**src/rtl/comp4_sort_ctrl_if.sv**
```systemverilog
// Valid/ready load and drain ports of the shared-comparator sorter.
interface comp4_sort_ctrl_if;
  logic       in_valid;
  logic       in_ready;
  logic [3:0] in_data;
  logic       out_valid;
  logic       out_ready;
  logic [3:0] out_data;
  logic       out_last;

  modport master (
    output in_valid, in_data, out_ready,
    input  in_ready, out_valid, out_data, out_last
  );

  modport slave (
    input  in_valid, in_data, out_ready,
    output in_ready, out_valid, out_data, out_last
  );
endinterface

```
**src/rtl/comp4_sort_ctrl.sv**
```systemverilog
// Batch bubble sorter: loads DEPTH 4-bit words, sorts them one compare per clock
// through a single shared comp4bit, then streams them out in order.

module comp4bit (
  input  logic [3:0] x,
  input  logic [3:0] y,
  output logic       gt,
  output logic       eq,
  output logic       lt
);
  logic [3:0] bit_eq;

  assign bit_eq = ~(x ^ y);

  // MSB-first cascade: a bit decides only when every higher bit is equal.
  assign gt = (x[3] & ~y[3])
            | (bit_eq[3] & x[2] & ~y[2])
            | (bit_eq[3] & bit_eq[2] & x[1] & ~y[1])
            | (bit_eq[3] & bit_eq[2] & bit_eq[1] & x[0] & ~y[0]);

  assign lt = (~x[3] & y[3])
            | (bit_eq[3] & ~x[2] & y[2])
            | (bit_eq[3] & bit_eq[2] & ~x[1] & y[1])
            | (bit_eq[3] & bit_eq[2] & bit_eq[1] & ~x[0] & y[0]);

  assign eq = &bit_eq;
endmodule

module comp4_sort_ctrl #(
  parameter int DEPTH  = 4,
  parameter bit ASCEND = 1'b1
) (
  input  logic              clk,
  input  logic              rst,
  comp4_sort_ctrl_if.slave  io,
  output logic              busy,
  output logic [5:0]        swap_cnt
);
  localparam int IW = (DEPTH > 1) ? $clog2(DEPTH) : 1;
  localparam logic [IW-1:0] LAST     = IW'(DEPTH - 1);
  localparam logic [IW-1:0] IDX_LAST = IW'(DEPTH - 2);

  typedef enum logic [1:0] {LOAD, SORT, DRAIN} state_t;

  state_t        state, state_nxt;
  logic [3:0]    mem [DEPTH];
  logic [IW-1:0] wr_idx, rd_idx, idx, pass, idx_p1;
  logic          pass_swapped;

  logic cmp_gt, cmp_eq, cmp_lt, swap_cond;
  logic in_xfer, out_xfer, do_swap, end_pass, sort_done, load_done, drain_done;

  assign idx_p1 = idx + 1'b1;

  comp4bit u_cmp (
    .x  (mem[idx]),
    .y  (mem[idx_p1]),
    .gt (cmp_gt),
    .eq (cmp_eq),
    .lt (cmp_lt)
  );

  // Equal neighbours never swap, which keeps the sort stable.
  assign swap_cond = !cmp_eq && (ASCEND ? cmp_gt : cmp_lt);

  always_ff @(posedge clk or posedge rst) begin
    if (rst) state <= LOAD;
    else     state <= state_nxt;
  end

  always_comb begin
    // NOTE: every output of this block gets a default first, so no path can
    // leave a signal unassigned and infer a latch.
    state_nxt    = state;
    in_xfer      = 1'b0;
    out_xfer     = 1'b0;
    do_swap      = 1'b0;
    end_pass     = 1'b0;
    sort_done    = 1'b0;
    load_done    = 1'b0;
    drain_done   = 1'b0;
    io.in_ready  = 1'b0;
    io.out_valid = 1'b0;
    io.out_data  = '0;
    io.out_last  = 1'b0;
    busy         = 1'b0;

    case (state)
      LOAD: begin
        io.in_ready = 1'b1;
        in_xfer     = io.in_valid;
        load_done   = in_xfer && (wr_idx == LAST);
        if (load_done) state_nxt = SORT;
      end
      SORT: begin
        busy      = 1'b1;
        do_swap   = swap_cond;
        end_pass  = (idx == IDX_LAST);
        // Stop after a clean pass, or once DEPTH-1 passes guarantee order.
        sort_done = end_pass && (!(pass_swapped || do_swap) || (pass == IDX_LAST));
        if (sort_done) state_nxt = DRAIN;
      end
      DRAIN: begin
        io.out_valid = 1'b1;
        io.out_data  = mem[rd_idx];
        io.out_last  = (rd_idx == LAST);
        out_xfer     = io.out_ready;
        drain_done   = out_xfer && (rd_idx == LAST);
        if (drain_done) state_nxt = LOAD;
      end
      default: state_nxt = LOAD;
    endcase
  end

  always_ff @(posedge clk or posedge rst) begin
    if (rst) begin
      // NOTE: the word store is reset like any other register because a
      // reset must leave no stale batch contents behind.
      for (int i = 0; i < DEPTH; i++) mem[i] <= '0;
      wr_idx       <= '0;
      rd_idx       <= '0;
      idx          <= '0;
      pass         <= '0;
      pass_swapped <= 1'b0;
      swap_cnt     <= '0;
    end else begin
      case (state)
        LOAD: begin
          if (in_xfer) begin
            mem[wr_idx] <= io.in_data;
            if (wr_idx == '0) swap_cnt <= '0;
            if (load_done) begin
              wr_idx       <= '0;
              idx          <= '0;
              pass         <= '0;
              pass_swapped <= 1'b0;
            end else begin
              wr_idx <= wr_idx + 1'b1;
            end
          end
        end
        SORT: begin
          if (do_swap) begin
            // NOTE: non-blocking assignments read both old values before
            // either is written, so the pair exchanges without a temporary.
            mem[idx]     <= mem[idx_p1];
            mem[idx_p1]  <= mem[idx];
            pass_swapped <= 1'b1;
            if (swap_cnt != 6'h3f) swap_cnt <= swap_cnt + 6'd1;
          end
          if (!end_pass) begin
            idx <= idx_p1;
          end else if (!sort_done) begin
            pass         <= pass + 1'b1;
            idx          <= '0;
            pass_swapped <= 1'b0;
          end
        end
        DRAIN: begin
          if (out_xfer) begin
            if (drain_done) rd_idx <= '0;
            else            rd_idx <= rd_idx + 1'b1;
          end
        end
        default: ;
      endcase
    end
  end
endmodule

```
**src/flat_wrapper.sv**
```systemverilog
// flat-port wrapper written by rule: the top's interface ports become plain ports
module comp4_sort_ctrl_flat 
#(
  parameter int DEPTH  = 4,
  parameter bit ASCEND = 1'b1
)
  (clk, rst, busy, swap_cnt, io_in_valid, io_in_data, io_out_ready, io_in_ready, io_out_valid, io_out_data, io_out_last);
  comp4_sort_ctrl_if io_i ();
  input  logic clk;
  input  logic rst;
  output logic busy;
  output logic [5:0] swap_cnt;
  input wire logic [$bits(io_i.in_valid)-1:0] io_in_valid;
  input wire logic [$bits(io_i.in_data)-1:0] io_in_data;
  input wire logic [$bits(io_i.out_ready)-1:0] io_out_ready;
  output wire logic [$bits(io_i.in_ready)-1:0] io_in_ready;
  output wire logic [$bits(io_i.out_valid)-1:0] io_out_valid;
  output wire logic [$bits(io_i.out_data)-1:0] io_out_data;
  output wire logic [$bits(io_i.out_last)-1:0] io_out_last;
  assign io_i.in_valid = io_in_valid;
  assign io_i.in_data = io_in_data;
  assign io_i.out_ready = io_out_ready;
  assign io_in_ready = io_i.in_ready;
  assign io_out_valid = io_i.out_valid;
  assign io_out_data = io_i.out_data;
  assign io_out_last = io_i.out_last;
  comp4_sort_ctrl #(.DEPTH(DEPTH), .ASCEND(ASCEND)) u_core (.clk(clk), .rst(rst), .io(io_i), .busy(busy), .swap_cnt(swap_cnt));
endmodule
```
**config.mk**
```make
export PLATFORM = sky130hd
export DESIGN_NAME = comp4_sort_ctrl_flat
export DESIGN_NICKNAME = d
export VERILOG_FILES = /design/src/rtl/comp4_sort_ctrl_if.sv /design/src/rtl/comp4_sort_ctrl.sv /design/src/flat_wrapper.sv
export SDC_FILE = /design/constraint.sdc
export NUM_CORES = 1
export LEC_CHECK = 0
export BUFFER_PORTS_ARGS = -buffer_cell sky130_fd_sc_hd__buf_2
export CORE_MARGIN = 4
export CORE_UTILIZATION = 45
export CTS_CLUSTER_SIZE = 8
export DETAILED_ROUTE_END_ITERATION = 8
export PLACE_DENSITY = 0.68
export RECOVER_POWER = 50
export SYNTH_ARGS = -nofsm -noshare
export SYNTH_HDL_FRONTEND = slang
export SYNTH_HIERARCHICAL = 1
export SYNTH_SLANG_ARGS = --single-unit
```
**constraint.sdc**
```tcl
create_clock -name clk -period 5.8 [get_ports clk]
set_clock_uncertainty 0.2 [all_clocks]
set_input_delay 0.58 -clock clk [delete_from_list [all_inputs] [get_ports clk]]
set_output_delay 0.58 -clock clk [all_outputs]
set_load 0.03 [all_outputs]
```
# Word level (Yosys, flattened, before mapping)

Cells that the tools add are included.

Flip-flop bits (word level): 33
Latch bits: 0
Bits in writable memories: 0
Memory bits (read-only): 0
Input bits: 8
Memories: 0

$add $sub $neg: 5
Multiply operators: 0
Divide/modulo/power cells: 0
Magnitude comparators: 7
Equal/unequal tests: 18
Shift operators: 0
Mux-type cells: 58
Bitwise gates (word level): 22
Reductions and logical operators: 23

Operators with widths:

| operator              | count |
|---|---|
| $bwmux W16            | 3 |
| $mux W4               | 10 |
| $mux W16              | 2 |
| $pmux W16 S2          | 1 |
| $bmux W4 S2           | 3 |
| $demux W4 S2          | 3 |
| $mux W6               | 4 |
| $mux W2               | 11 |
| $ne A2 B1 Y1 const B  | 9 |
| $mux W1               | 16 |
| $ge A3 B3 Y1 const B  | 4 |
| $not A2 Y3            | 4 |
| $pmux W6 S2           | 1 |
| $eq A2 B2 Y1 const B  | 5 |
| $reduce_and A5 Y1     | 2 |
| $and A1 B1 Y1         | 9 |
| $lt A3 B1 Y1 const B  | 3 |
| $reduce_and A3 Y1     | 3 |
| $add A2 B1 Y2 const B | 4 |
| $pmux W2 S2           | 2 |
| $reduce_and A4 Y1     | 2 |
| $logic_and A1 B1 Y1   | 7 |
| $add A6 B1 Y6 const B | 1 |
| $ne A6 B6 Y1 const B  | 1 |
| other kinds (14)      | 23 |

# Depth between registers and ports, before layout

Depth in word-level cells: 21
Depth in mapped cells: 13
Depth with buffers taken out: 11

# Hierarchy

Netlist, hierarchy kept.

By module, submodules not included:

| module          | times used | cells an instance | area an instance (µm²) |
|---|---|---|---|
| comp4_sort_ctrl | 1          | 216               | 2223.4 |
| comp4bit        | 1          | 22                | 156.4 |

# Least setup slack after synthesis

OpenSTA, ideal clock, no wires.

Kind: flip-flop to flip-flop
Start: register u_core.idx[0]
End: register u_core.pass[1]
Setup time: 121 ps
Arrival time: 2858 ps
Setup slack: 2621 ps
Stages on the path, launching flop included: 13
Path buffers: 1
Clock period less this slack: 3179 ps
Cell sequence: dfrtp_1 buf_6 inv_1 ha_1 mux4_2 inv_1 ha_1 a31oi_1 o21ai_1 nor2b_1 o21ai_0 mux2_2 a22o_1

Cells in the longest elaborated chain, start to end: 20

RTL lines:

| what                                           | line                   | RTL |
|---|---|---|
| start, declared                                | comp4_sort_ctrl.sv:47  | `logic [IW-1:0] wr_idx, rd_idx, idx, pass, idx_p1;` |
| start signal, assigned                         | comp4_sort_ctrl.sv:152 | `idx <= idx_p1;` |
| $add A2 B1 Y2                                  | comp4_sort_ctrl.sv:53  | `assign idx_p1 = idx + 1'b1;` |
| $not A2 Y3 (not written as such)               | comp4_sort_ctrl.sv:57  | `.y (mem[idx_p1]),` |
| $bmux W4 S2                                    | comp4_sort_ctrl.sv:57  |  |
| $mux W4 (not written as such) (2 in series)    | comp4_sort_ctrl.sv:57  |  |
| $xor A4 B4 Y4                                  | comp4_sort_ctrl.sv:13  | `assign bit_eq = ~(x ^ y);` |
| $not A4 Y4                                     | comp4_sort_ctrl.sv:13  |  |
| $and A1 B1 Y1 (on tied branches) (2 in series) | n/a                    |  |
| $or A1 B1 Y1 (tied with other cells)           | comp4_sort_ctrl.sv:17  | `\| (bit_eq[3] & x[2] & ~y[2])` |
| [... 2 more ...]                               | n/a                    |  |
| via u_core.cmp_gt                              | comp4_sort_ctrl.sv:50  | `logic cmp_gt, cmp_eq, cmp_lt, swap_cond;` |
| $logic_and A1 B1 Y1 *                          | comp4_sort_ctrl.sv:64  | `assign swap_cond = !cmp_eq && (ASCEND ? cmp_gt : cmp_lt);` |
| $logic_or A1 B1 Y1 *                           | comp4_sort_ctrl.sv:100 | `sort_done = end_pass && (!(pass_swapped \|\| do_swap) \|\| (pass == IDX_LAST));` |
| $logic_not A1 Y1 *                             | comp4_sort_ctrl.sv:100 |  |
| $logic_or A1 B1 Y1 *                           | comp4_sort_ctrl.sv:100 |  |
| $logic_and A1 B1 Y1 *                          | comp4_sort_ctrl.sv:100 |  |
| $mux W1 *                                      | comp4_sort_ctrl.sv:88  | `case (state)` |
| $ne A2 B2 Y1 (no line) *                       | n/a                    |  |
| $reduce_and A5 Y1 (no line) *                  | n/a                    |  |
| end signal, assigned                           | comp4_sort_ctrl.sv:154 | `pass <= pass + 1'b1;` |
| end, declared                                  | comp4_sort_ctrl.sv:47  |  |

The timed path passes the listed nets; every way through them passes the cells marked *. The select of a mux whose other input is x is not followed.
A chain may end at the register's enable or synchronous reset.

# Worst setup path in the final report

Start: register u_core.idx[0]
End: register u_core/mem[10] (netlist bit)

RTL lines:

| what                                        | line                   | RTL |
|---|---|---|
| $add A2 B1 Y2                               | comp4_sort_ctrl.sv:53  |  |
| $not A2 Y3 (not written as such)            | comp4_sort_ctrl.sv:57  |  |
| $bmux W4 S2                                 | comp4_sort_ctrl.sv:57  |  |
| $mux W4 (not written as such) (2 in series) | comp4_sort_ctrl.sv:57  |  |
| $xor A4 B4 Y4 *                             | comp4_sort_ctrl.sv:13  |  |
| $not A4 Y4 *                                | comp4_sort_ctrl.sv:13  |  |
| $reduce_and A4 Y1 *                         | comp4_sort_ctrl.sv:26  | `assign eq = &bit_eq;` |
| via u_core.cmp_eq                           | comp4_sort_ctrl.sv:50  |  |
| $logic_not A1 Y1 *                          | comp4_sort_ctrl.sv:64  |  |
| $logic_and A1 B1 Y1 *                       | comp4_sort_ctrl.sv:64  |  |
| $mux W1 *                                   | comp4_sort_ctrl.sv:88  |  |
| $ne A2 B1 Y1 (no line) *                    | n/a                    |  |
| $reduce_and A3 Y1 (no line) *               | n/a                    |  |
| end signal, assigned by index               | comp4_sort_ctrl.sv:130 | `mem[wr_idx] <= io.in_data;` |
| end signal, assigned by index               | comp4_sort_ctrl.sv:146 | `mem[idx] <= mem[idx_p1];` |
| end signal, assigned by index               | comp4_sort_ctrl.sv:147 | `mem[idx_p1] <= mem[idx];` |
| end, declared                               | comp4_sort_ctrl.sv:46  | `logic [3:0] mem [DEPTH];` |

Marks and branches as above.

==> impl_metrics.json <==
{
  "routed_wirelength_um": 5789,
  "drive_gt1_share_pct": 20.88,
  "cts_tree": "yes",
  "dpl.cell_count": 309,
  "grt_pass1_wl_um": 9384,
  "cts.clk_slew.worst_paths_ps": 70,
  "postCtsHoldBufs": 0,
  "worst-setup-path-type": "reg -> reg",
  "grt_pass1_vias": 1818,
  "io_pins": 22,
  "drt-wirelength-per-cell_um": 18.32,
  "fin_cells": 316,
  "port_buffers": 21,
  "fmax_mhz": 265.0,
  "worstPathRequired_ps": 5770,
  "dr.pass1.iters": 5,
  "grt_overflow": 0,
  "grt_start_max_net_pins": 34,
  "end_kind": "register",
  "clock_latency_ps": 280,
  "critPathArrivalTime_ps": 3740,
  "cp_max_fo": 11,
  "initial_core_util_pct": 47.72,
  "yosysWarnings": 6,
  "finalSetupViolCount": 0,
  "postCtsSetupBuffers": 0,
  "crit_slowest_cell": "dfrtp_1",
  "final_cell_mix": "33 x dfrtp_1, 23 x nor2_1, 18 x nand2_1",
  "critPathMaxStageDelay_ps": 670,
  "die_height_um": 79.94,
  "num_rows": 25,
  "violations": "capacitance limit, slew limit",
  "relSlewSlack_pct": -23.82,
  "core_um2": 4880,
  "min-delay-path-class": "reg -> reg",
  "drc": 0,
  "antenna_found_initial": 0,
  "fin_tns_setup_ps": 0,
  "dieArea_um2": 6390,
  "synth_cells": 231,
  "path_cells": "inv_1, ha_1, mux4_2, inv_1, ha_1, nand3_1, nor4_2, nand3b_1, a21o_1, a21oi_1, mux2_2",
  "fin_crit_ps": 3773,
  "grt_setup_unrepaired": "false",
  "worst-slew-pin-transition_ps": 1857,
  "cts_buffers": 5,
  "n_antenna_cell": 0,
  "status": "finished with violations",
  "vias": 1976,
  "die_w_um": 79.94,
  "mappedNetlistArea_um2": 2328,
  "dp_hpwl_um": 4196,
  "hold_violations": 0,
  "h-tree-depth": 2,
  "gp_congestion": 0.9454,
  "final_common_cell": "dfrtp_1",
  "drv_cap": 1,
  "final_nets": 269,
  "start_kind": "register",
  "grtUsageTotal_pct": 19.30,
  "drt_iter0_drc": 172,
  "routed_via_density": 6.253,
  "fin_crit_sh_pct": 65.06,
  "ant_nets": 0,
  "synth_nets": 251,
  "syn_area_per_cell_um2": 10.08,
  "clockBufferDepth": 2,
  "regToRegSetupSlack_ps": 2030,
  "root_buffer": "clkbuf_8",
  "synthToLayoutAreaGrowth_pct": 9.619,
  "report.final.slew_viol_count": 34,
  "cts_resized": 0,
  "cts_sinks": 33
}
[worst paths after layout]
check                                                       to  depth (start not counted)                           start
worst max-delay path                u_core/mem[10]$_DFFE_PP0P_                         11       u_core/idx[0]$_DFFE_PP0P_
worst min-delay path            u_core/swap_cnt[5]$_DFFE_PP0P_                          1  u_core/swap_cnt[5]$_DFFE_PP0P_
worst max register to register      u_core/mem[10]$_DFFE_PP0P_                         11       u_core/idx[0]$_DFFE_PP0P_
worst min register to register  u_core/swap_cnt[5]$_DFFE_PP0P_                          1  u_core/swap_cnt[5]$_DFFE_PP0P_
max in group asynchronous           u_core/pass[0]$_DFFE_PP0P_                          3                             rst
min in group asynchronous         u_core/wr_idx[1]$_DFFE_PP0P_                          3                             rst
[critical path: cells and delay by family, from the launching register on]
family                     cells  cell delay (ps)
AOI/OAI and AO/OA              2              680
DFF                            1              670
and+or+nand+nor                3              350
buffers and inverters          2              270
adders and majority gates      2              700
muxes                          2              790
[flip-flops by register name, indices dropped and copies added, names as in the netlist]
signal	flops
u_core/mem	16
u_core/swap_cnt	6
u_core/idx	2
u_core/pass	2
u_core/rd_idx	2
u_core/state	2
u_core/wr_idx	2
u_core/pass_swapped	1
[layout make-up]
class / instances / area, um^2
tap: 67 / 83.83
timing repair buffer: 23 / 110.1
fill: 467 / 2327
multi-input combinational: 175 / 1405
sequential: 33 / 825.8
inverter: 11 / 41.29
clock buffer: 7 / 86.33
[routing by layer]
metal	up-vias	share of wire [%]	track usage (%)
li1	902	-	-
met1	961	44	26.38
met2	97	46	29.47
met3	16	7.1	4.515
met4	0	2.5	7.601
met5	-	0	0
[metrics by stage]
stage | setup slack, ps | cell area [um^2] | hold slack (ps) | utilization, %
2_1_floorplan | 2675 | 2328 | 275.7 | -
3_3_place_gp | 2203 | 2476 | 306.3 | 50.74
3_5_place_dp | 2112 | 2476 | 306.0 | 50.74
4_1_cts | 2065 | 2562 | 189.4 | 52.51
5_1_grt | 1770 | 2552 | 341.4 | 52.31
6_report | 2027 | 2552 | 326.0 | 52.31
Power is left out: the tool's default activity adds up to more than one toggle a clock period on the data nets, which glitch-free logic cannot reach.
